$ cat src/rtl/icache_axi_rd_bridge.sv
// Instruction-cache refill bridge: one line request becomes a single INCR
// burst on AXI AR, and R beats are returned to the cache one cycle later.
module icache_axi_rd_bridge #(
    parameter logic [3:0] AXI_ID     = 4'd0,
    parameter int         LINE_WORDS = 16
) (
    input  logic        clk,
    input  logic        rst,
    input  logic        r_req,
    input  logic [31:0] r_addr,
    output logic        r_rdy,
    input  logic        r_data_ready,
    output logic        ret_valid,
    output logic        ret_last,
    output logic [31:0] r_data_AXI,
    output logic [3:0]  arid,
    output logic [31:0] araddr,
    output logic [7:0]  arlen,
    output logic [2:0]  arsize,
    output logic [1:0]  arburst,
    output logic        arvalid,
    input  logic        arready,
    input  logic [31:0] rdata,
    input  logic [1:0]  rresp,
    input  logic        rlast,
    input  logic        rvalid,
    output logic        rready,
    output logic        bus_err,
    output logic        proto_err
);
    typedef enum logic [1:0] {IDLE, ADDR, DATA, DRAIN} state_t;

    localparam logic [3:0] LAST_CNT = 4'(LINE_WORDS - 1);

    state_t      state_q, state_d;
    logic [31:0] araddr_q, araddr_d;
    logic [3:0]  cnt_q, cnt_d;
    logic        bus_err_q, bus_err_d;
    logic        proto_err_q, proto_err_d;
    logic        ret_valid_q, ret_valid_d;
    logic        ret_last_q, ret_last_d;
    logic [31:0] rdata_q, rdata_d;

    always_ff @(posedge clk) begin
        if (rst) begin
            state_q     <= IDLE;
            araddr_q    <= '0;
            cnt_q       <= '0;
            bus_err_q   <= 1'b0;
            proto_err_q <= 1'b0;
            ret_valid_q <= 1'b0;
            ret_last_q  <= 1'b0;
            rdata_q     <= '0;
        end else begin
            state_q     <= state_d;
            araddr_q    <= araddr_d;
            cnt_q       <= cnt_d;
            bus_err_q   <= bus_err_d;
            proto_err_q <= proto_err_d;
            ret_valid_q <= ret_valid_d;
            ret_last_q  <= ret_last_d;
            rdata_q     <= rdata_d;
        end
    end

    always_comb begin
        state_d     = state_q;
        araddr_d    = araddr_q;
        cnt_d       = cnt_q;
        bus_err_d   = bus_err_q;
        proto_err_d = proto_err_q;
        ret_valid_d = 1'b0;
        ret_last_d  = 1'b0;
        rdata_d     = rdata_q;
        arvalid     = 1'b0;
        r_rdy       = 1'b0;
        rready      = 1'b0;
        case (state_q)
            IDLE: begin
                if (r_req) begin
                    araddr_d    = r_addr & 32'hFFFF_FFC0;
                    bus_err_d   = 1'b0;
                    proto_err_d = 1'b0;
                    cnt_d       = '0;
                    state_d     = ADDR;
                end
            end
            ADDR: begin
                arvalid = 1'b1;
                r_rdy   = arready;
                if (arready) state_d = DATA;
            end
            DATA: begin
                rready = r_data_ready;
                if (rvalid && r_data_ready) begin
                    rdata_d     = rdata;
                    ret_valid_d = 1'b1;
                    cnt_d       = cnt_q + 4'd1;
                    if (rresp != 2'b00) bus_err_d = 1'b1;
                    // The line ends on whichever comes first: rlast or the 16th beat.
                    if (rlast || cnt_q == LAST_CNT) begin
                        ret_last_d = 1'b1;
                        state_d    = IDLE;
                        if (rlast != (cnt_q == LAST_CNT)) proto_err_d = 1'b1;
                        if (!rlast) state_d = DRAIN;
                    end
                end
            end
            DRAIN: begin
                // Slave overran the line; swallow beats until it closes the burst.
                rready = 1'b1;
                if (rvalid && rlast) state_d = IDLE;
            end
            default: state_d = IDLE;
        endcase
    end

    assign araddr     = araddr_q;
    assign arid       = AXI_ID;
    assign arlen      = 8'(LINE_WORDS - 1);
    assign arsize     = 3'b010;
    assign arburst    = 2'b01;
    assign ret_valid  = ret_valid_q;
    assign ret_last   = ret_last_q;
    assign r_data_AXI = rdata_q;
    assign bus_err    = bus_err_q;
    assign proto_err  = proto_err_q;
endmodule

$ cat config.mk
export PLATFORM = sky130hd
export DESIGN_NAME = icache_axi_rd_bridge
export DESIGN_NICKNAME = d
export VERILOG_FILES = /design/src/rtl/icache_axi_rd_bridge.sv
export SDC_FILE = /design/constraint.sdc
export NUM_CORES = 1
export LEC_CHECK = 0
export BUFFER_PORTS_ARGS = -buffer_cell sky130_fd_sc_hd__buf_4
export CORE_MARGIN = 2
export CORE_UTILIZATION = 43
export CTS_CLUSTER_SIZE = 10
export DETAILED_ROUTE_END_ITERATION = 12
export GPL_ROUTABILITY_DRIVEN = 0
export PLACE_DENSITY = 0.76
export SLEW_MARGIN = 20
export SYNTH_ARGS = -nofsm -noshare
export SYNTH_HDL_FRONTEND = slang
export SYNTH_SLANG_ARGS = --single-unit
export TNS_END_PERCENT = 20
$ cat constraint.sdc
create_clock -name clk -period 1.5 [get_ports clk]
set_clock_uncertainty 0.05 [all_clocks]
set_input_delay 0.15 -clock clk [delete_from_list [all_inputs] [get_ports clk]]
set_output_delay 0.15 -clock clk [all_outputs]
set_load 0.03 [all_outputs]
Yosys cells after proc, flatten, opt, wreduce, memory -nomap -nowiden
Cells that the tools add are included.
- reductions and logical operators: 14
- bitwise logic cells: 2
- muxes and demuxes: 23
- $add $sub $neg: 1
- equal/unequal tests: 12
- operator list (operator ; count):
    != test 2 bit (second input constant) ; 7
    2-to-1 mux 2 bit ; 6
    2-to-1 mux 1 bit ; 10
    AND reduction 5 bit ; 2
    2-to-1 mux 4 bit ; 2
    one-hot mux 2 bit (4 select lines) ; 1
    one-hot mux 4 bit (2 select lines) ; 1
    one-hot mux 1 bit (2 select lines) ; 3
    adder 4 x 1 -> 4 bit (second input constant) ; 1
    == test 2 bit (second input constant) ; 2
    == test 4 bit (second input constant) ; 1
    AND reduction 2 bit ; 2
    AND reduction 4 bit ; 1
    nonzero test 2 bit ; 2
    AND reduction 3 bit ; 1
    OR reduction 3 bit ; 1
    == test 2 x 1 -> 1 bit (second input constant) ; 1
    logical AND 1 bit ; 2
    zero test 2 bit ; 1
    inverter 1 bit ; 2
    OR reduction 2 bit ; 1
    logical OR 1 bit ; 1
    != test 1 bit ; 1
- word-level logic and storage cells: 60
- bits in registers: 68
- output and inout port bits: 88
- bits of input ports: 73

Logic depth before layout (Yosys ltp)
Gate-level depths: netlist of run 1.
- word-level depth: 6
- depth in mapped cells: 6
- mapped depth without buffers: 6

Least setup slack after synthesis of run 1
No wires, ideal clock.
- path type: register -> output
- start point: reg state_q[0]
- end point: out r_rdy
- data arrival time: 1.359 ns
- required time: 1.300 ns
- path buffers: 1
- path slack: -0.059 ns
- stages on the path, launching flop included: 4
- path through: dfxtp_1 > buf_4 > nor2b_1 > and2_1
- word-level cells in the longest chain between the ends: 2
- ends and longest elaborated chain (what ; line ; text):
    start: declaration ; 35 ; state_t state_q, state_d;
    start signal: assignment ; 55 ; state_q <= state_d;
    == test 2 x 1 -> 1 bit ; 78 ; case (state_q)
    2-to-1 mux 1 bit ; 78 ;
    end: declaration ; 11 ; output logic r_rdy,
No other way between the ends.

Worst setup path in the final report of run 1
- start point: reg state_q[0]
- end point: reg rdata_q[8] (netlist: r_data_AXI[8])
- word-level cells in the longest chain between the ends: 2
- ends and longest elaborated chain (what ; line ; text):
    == test 2 bit ; 78 ;
    AND reduction 2 bit (no line) ; n/a ;
    end signal: assignment ; 62 ; rdata_q <= rdata_d;
    end: declaration ; 42 ; logic [31:0] rdata_q, rdata_d;
No other way between the ends.
A chain may end at the register's enable or synchronous reset.

==> summary.md, run 1 <==
| Metric | Value |
|---|---|
| Tot GR Track Use | `0.197` |
| Compound-Gate Fraction of Synth Area | `0.148` |
| WP data required | `1710 ps` |
| R2r setup slk | `70 ps` |
| Starting Density | `0.450` |
| Unrepaired setup endpoints after global routing | `true` |
| Fmax | `0.701 GHz` |
| Clock Latency Late Sink | `330 ps` |
| Reg2reg start | `state_q[0]` |
| Overflow after GRT | `0` |
| Critical path's slowest cell | `dfxtp_4` |
| First drt pass iteration count | `4` |
| PD cells | `1060 nW/um2` |
| Peak supply drop | `0.799 mV` |
| DR iter-0 viols | `83` |
| Clk root buf | `clkbuf_8` |
| Hold/Removal Path Class | `input pin to register` |
| Arrival @ worst endpoint | `1640 ps` |
| Min cycle time layout | `1430 ps` |
| Clock slew at reported path FFs | `80 ps` |
| DRC viols | `0` |
| Fin crit share | `0.952` |
| Critical path capture point type | `register` |
| Final Setup Violations | `0` |
| Clock Path Buffers | `2` |
| Via count | `2621` |
| Initial antenna violation count | `0` |
| Seq/Total Area, Yosys | `0.502` |
| Layout Utilization | `0.672` |
| Fin. Hold Viols | `0` |
| Post-synthesis simple-gate area fraction | `0.214` |
| Status | `finished, final reports clean` |
| Port Buffers | `131` |
| Crit path from | `state_q[0]` |
| Crit path kind | `register to register` |
| Layout cells sized above 1 | `0.344` |
| Dpl cell area | `3650 um2` |
| Design area | `4050 um2` |
| Post-synthesis mux area share | `0.00369` |
| # rows | `28` |
| Die area | `6960 um2` |
| R2R Path End | `r_data_AXI[8]` |
| CORE AREA | `6030 um2` |
| Die Wd | `83.4 um` |
| Static leakage | `0.00181 uW` |
| Detail Route Antenna Nets | `0` |
| CTS tree | `done` |
| Largest net degree at the start of global routing | `28` |
| Max Cap Viol | `0` |
| Worst Reg-to-Reg Cells | `5` |
| Syn Area/Cell | `8.03 um2` |
| Non-Filler Instances | `561` |
| Clock H-tree levels | `3` |
| Critical path destination | `r_data_AXI[8]` |
| Most numerous cell on the critical path | `buf_4` |
| Global-route wire length before repair | `11200 um` |
| Startpoint types | `register` |
| Num ports | `161` |
| Cell count after synthesis | `338` |
| Final Max Slew Viols | `0` |
| XOR/XNOR share of the synthesized area | `0` |
| Die height | `83.4 um` |
| Synthesized flop and latch total | `68` |
| Worst-path cell chain | `buf_4, and4b_1, buf_4, nand2_1, a21oi_1` |
| Max stage delay on crit path | `390 ps` |
| Number of buffers created by CTS | `9` |
| Mapped Area | `2710 um2` |
| Ant. Diodes | `0` |
| CP top delay family | `buffers and inverters` |
| Final WL | `6970 um` |
| Vias in the first global route | `2479` |
| Post-Synth Adder-Cell Area | `0.00923` |
| Clock net sink count | `68` |
| Number of synthesis warnings | `0` |
| Largest family of logic cells by synthesized area | `simple AND/OR/NAND/NOR gates` |
| Netlist cell types | `30` |
| WP buf/inv | `2` |
| Placed insts | `530` |
| Vias/cell | `4.67` |
| Post-DP HPWL | `4880 um` |
| Fin nets | `556` |
| CP max FO | `22` |
| Area grow syn2layout | `49.2%` |
| Critical Path Stages | `5` |
| WL/cell | `12.4 um` |
==> synth_stat cells, drive strengths merged <==
cell / number / area [um2]
nand2: 119 / 447
o32ai: 1 / 8.76
nor3: 2 / 10.0
inv: 5 / 18.8
nor2: 4 / 15.0
o21a: 2 / 15.0
and2: 1 / 6.26
o211a: 1 / 10.0
nand2b: 1 / 6.26
ha: 2 / 25.0
a31oi: 3 / 18.8
a2111oi: 1 / 8.76
nor4bb: 1 / 10.0
mux2i: 1 / 10.0
clkbuf: 8 / 30.0
o41ai: 1 / 16.3
o2111ai: 1 / 8.76
nand4b: 1 / 8.76
dfxtp: 68 / 1360
and4b: 1 / 10.0
a21oi: 63 / 315
nand3: 7 / 35.0
or3b: 1 / 8.76
nor3b: 1 / 18.8
nor2b: 1 / 6.26
conb: 2 / 7.51
buf: 39 / 277
==> cells in the final DEF (no fill, tap or decap), types with 3 or more instances in the layout <==
master and count:
clkbuf_8 10, conb_1 23, inv_1 4, buf_4 141
dfxtp_1 65, a21oi_1 63, dlygate4sd3_1 15, nor2_1 4
nand2_1 119, a31oi_1 3, nand3_1 7, clkinvlp_4 3
==> cell type report <==
class | count | area (um2)
Clock inverter | 6 | 87.6
Multi-Input combinational cell | 239 | 1110
Inverter | 5 | 18.8
Sequential cell | 68 | 1370
Timing Repair Buffer | 158 | 1230
Clock buffer | 10 | 138
Tap cell | 75 | 93.8
Fill cell | 541 | 1980
==> worst min-delay path by stage <==
stage | end | cells past startpoint | slack, ps | start
2_1_floorplan | r_data_AXI[0] | 2 | 240 | rdata[0]
3_3_place_gp | r_data_AXI[8] | 3 | 350 | rdata[8]
3_5_place_dp | r_data_AXI[20] | 3 | 360 | rdata[20]
4_1_cts | araddr[24] | 3 | 0.7 | r_addr[24]
5_1_grt | araddr[24] | 3 | 1 | r_addr[24]
6_report | araddr[24] | 3 | 10 | r_addr[24]
==> state kept, by name, summed over array words and instances, names as in the netlist <==
| signal | flops |
|---|---|
| ret_valid | 1 |
| r_data_AXI | 32 |
| proto_err | 1 |
| araddr | 26 |
| state_q | 2 |
| bus_err | 1 |
| ret_last | 1 |
| cnt_q | 4 |
==> report_power, final <==
group          internal (uW)  switching (uW)  total [uW]  leakage [uW]
registers               1870            39.8        1910      0.000554
clock network            978             688        1670      0.000105
logic                    302             416         718       0.00115
==> per-stage QoR <==
stage                     power [uW]  TNS [ps]  setup WS (ps)  hold slack, ps
after floorplan                 2400         0            121             236
after global placement          2620         0            108             347
after detailed placement        2640         0           94.6             358
after CTS                       4330         0           39.9           0.711
after global routing            4480     -22.5          -11.7            1.50
final                           4290         0           72.6            11.2
==> per-layer routing <==
layer | GRT usage | share of wire | vias up
met5 | 0 | 0 | -
met4 | 0.0938 | 0.012 | 0
met3 | 0.0557 | 0.062 | 8
met2 | 0.353 | 0.52 | 80
met1 | 0.213 | 0.40 | 1196
li1 | - | - | 1337
==> what timing repair did <==
| item | 4_1_cts | 5_1_grt |
|---|---|---|
| gates resized for setup | 3 | 5 |
| hold endpoints to repair | 13 | 2 |
| setup endpoints to repair | 1 | 8 |
| buffers inserted | 1 | 0 |
| hold buffers | 13 | 2 |
==> logic make-up (layout without fill, tap and decap cells) <==
group / after synthesis / after routing
AO/OA/AOI/OAI: 73 / 73
adder cells (fa/ha/maj): 2 / 2
buffers and inverters: 52 / 179
flip-flops: 68 / 68
multiplexers: 1 / 1
other: 2 / 23
AND/OR/NAND/NOR: 140 / 140
==> worst min-delay path: cells and delay by family <==
family	cells	cell delay, ps
buffers and inverters	1	110
and+or+nand+nor	1	50
AOI/OAI and AO/OA	1	50
Power figures use the tool's default switching activity.
==> inputs of run 2 (changes only) <==
--- a/config.mk
+++ b/config.mk
@@ -11,7 +11,7 @@
 export CTS_CLUSTER_SIZE = 10
 export DETAILED_ROUTE_END_ITERATION = 12
 export GPL_ROUTABILITY_DRIVEN = 0
-export PLACE_DENSITY = 0.76
+export PLACE_DENSITY = 0.89
 export SLEW_MARGIN = 20
 export SYNTH_ARGS = -nofsm -noshare
 export SYNTH_HDL_FRONTEND = slang
==> constraint.sdc (replaced) <==
create_clock -name clk -period 1.5 [get_ports clk]
set_clock_uncertainty 0.05 [all_clocks]
set_input_delay 0.15 -clock clk [delete_from_list [all_inputs] [get_ports clk]]
set_output_delay 0.15 -clock clk [all_outputs]
set_load 0.02 [all_outputs]
==> run 2 against run 1 <==
  * Via count down 0.88%
  * Critical endpoint is now r_rdy
  * Register-to-register slack better by 40 ps
  * Critical path depth down 1
  * Wire length down 5.2%
  * Cell area down 3.7%
  * Final cell count down 2.3%
  * Highest routed layer unchanged
  * Non-clock buffer count down 13
  * Utilization down 2.5 points
  * Clock power down 23%
==> summary.md, run 2 (same netlist as run 1, synthesis figures left out) <==
| Metric | Value |
|---|---|
| Largest net degree at the start of global routing | `37 (+32%)` |
| Static leakage | `0.00175 uW (-3.1%)` |
| Ant. Diodes | `0 (unchanged)` |
| Net Switching | `1020 uW (-10%)` |
| Final WL | `6600 um (-5.2%)` |
| Pwr Total | `3820 uW (-11%)` |
| Most frequent cells in the layout | `buf_4 (137), nand2_1 (119), dfxtp_1 (66), a21oi_1 (63), conb_1 (23)` |
| CP max FO | `8 (-64%)` |
| Final Setup Violations | `0 (unchanged)` |
| Hold path depth | `3 (unchanged)` |
| Clock H-tree levels | `3 (unchanged)` |
| WL/cell | `12.0 um (-3.0%)` |
| Fin nets | `543 (-2.3%)` |
| Num ports | `161 (unchanged)` |
| Die height | `83.4 um (unchanged)` |
| Clock Latency Late Sink | `330 ps (about the same)` |
| Non-Filler Instances | `548 (-2.3%)` |
| Post-DP HPWL | `4800 um (-1.8%)` |
| Clk root buf | `clkbuf_8` |
| Hold WS | `10.1 ps (-1.10 ps)` |
| Die area | `6960 um2 (unchanged)` |
| Layout cells sized above 1 | `0.340 (-0.00324)` |
| Detail Route Antenna Nets | `0 (unchanged)` |
| Overflow after GRT | `0 (unchanged)` |
| Crit path kind | `register to output pin` |
| Dpl cell area | `3670 um2 (+0.55%)` |
| Fmax | `0.692 GHz (-1.2%)` |
| Port Buffers | `131 (unchanged)` |
| PD cells | `980 nW/um2 (-7.6%)` |
| Most numerous cell on the critical path | `buf_4` |
| WP data required | `1300 ps (-410 ps)` |
| Peak supply drop | `0.634 mV (-21%)` |
| First drt pass iteration count | `4 (unchanged)` |
| Worst Reg-to-Reg Cells | `6 (+1)` |
| Worst-path cell chain | `buf_4, nor2b_2, and2_1, buf_4` |
| Clock slew at reported path FFs | `70 ps (about the same)` |
| Unrepaired setup endpoints after global routing | `true` |
| Global-route wire length before repair | `11000 um (-1.7%)` |
| Vias in the first global route | `2503 (+0.97%)` |
| Max Cap Viol | `0 (unchanged)` |
| Clock Power Share | `0.335 (-0.053)` |
| Clock net sink count | `68 (unchanged)` |
| Die Wd | `83.4 um (unchanged)` |
| Initial antenna violation count | `0 (unchanged)` |
| Net Sw Frac | `0.268 (+0.00207)` |
| DR iter-0 viols | `80 (-3.6%)` |
| Int Pwr | `2790 uW (-11%)` |
| Commonest non-fill, non-tap cell in the layout | `buf_4` |
| DRC viols | `0 (unchanged)` |
| Placed insts | `528 (-0.38%)` |
| CORE AREA | `6030 um2 (unchanged)` |
| CTS tree | `done` |
| Max FFs per register | `32 (unchanged)` |
| Pre-CTS setup slack | `50.7 ps (-43.8 ps)` |
| Fin crit share | `0.963 (+0.0113)` |
| Critical path's slowest cell | `dfxtp_2` |
| Area grow syn2layout | `43.6%` |
| Design area | `3890 um2 (-3.7%)` |
| Final Max Slew Viols | `0 (unchanged)` |
| FILL cells | `526 (-2.8%)` |
| Clock Path Buffers | `2 (unchanged)` |
| Comb power frac | `0.164 (-0.003)` |
| Max stage delay on crit path | `350 ps (-40 ps)` |
| Hold/Removal Path Class | `input pin to register` |
| Arrival @ worst endpoint | `1240 ps (-400 ps)` |
| # rows | `28 (unchanged)` |
| Status | `finished, final reports clean` |
| Starting Density | `0.450 (unchanged)` |
| Final setup margin | `55.6 ps (-17.0 ps)` |
| Tot GR Track Use | `0.190 (-0.00679)` |
| Fin. Hold Viols | `0 (unchanged)` |
| Startpoint types | `register` |
| Critical path capture point type | `output pin` |
| Via count | `2598 (-0.88%)` |
| Vias/cell | `4.74 (+1.5%)` |
| Seq pwr share | `0.501 (+0.056)` |
| Number of buffers created by CTS | `9 (unchanged)` |
| Min cycle time layout | `1440 ps (+17.0 ps)` |
==> run 2: through the flow <==
step	TNS (ps)	utilization
6_report	0	0.646
5_1_grt	-10.1	0.646
4_1_cts	0	0.646
3_5_place_dp	0	0.610
3_3_place_gp	0	0.610
2_1_floorplan	0	-
==> run 2: timing repair <==
action | 4_1_cts | 5_1_grt
endpoints found under the hold margin | 4 | 0
hold buffers | 4 | 0
gates cloned | 0 | 0
resized for setup | 4 | 1
buffers inserted | 1 | 0
setup endpoints to repair | 2 | 3
==> run 2: critical path: cells and delay by family, from the launching register on <==
kind / cells / cell delay (ps)
and+or+nand+nor: 2 / 260
DFF: 1 / 350
buffers and inverters: 2 / 300
==> run 2: worst paths after layout <==
path	startpoint	to	slack, ps
max	state_q[1]	r_rdy	60
min	rdata[1]	r_data_AXI[1]	10
max reg2reg	cnt_q[0]	state_q[1]	110
min reg2reg	araddr[27]	araddr[27]	400
==> run 2: power groups by stage <==
stage,Clock [uW],Sequential (uW),Combinational [uW]
3_5_place_dp,0,1950,619
5_1_grt,1410,1920,677
4_1_cts,1320,1910,627
2_1_floorplan,0,2020,307
6_report,1280,1910,626
3_3_place_gp,0,1950,607
==> run 2: final cells by class <==
cell class                      count  area [um2]  area share
Inverter                            5        18.8     0.00482
Sequential cell                    68        1370       0.351
Clock buffer                       11         141      0.0363
Multi-Input combinational cell    239        1110       0.284
Clock inverter                      5        27.5     0.00707
Tap cell                           75        93.8      0.0241
Timing Repair Buffer              145        1140       0.293
==> run 2: layer usage <==
metal	wire [um]	up-vias	share of wire	global-route usage
li1	-	1309	-	-
met1	2560	1178	0.39	0.208
met2	3410	101	0.52	0.340
met3	532	10	0.081	0.0636
met4	102	0	0.015	0.0718
met5	0	-	0	0
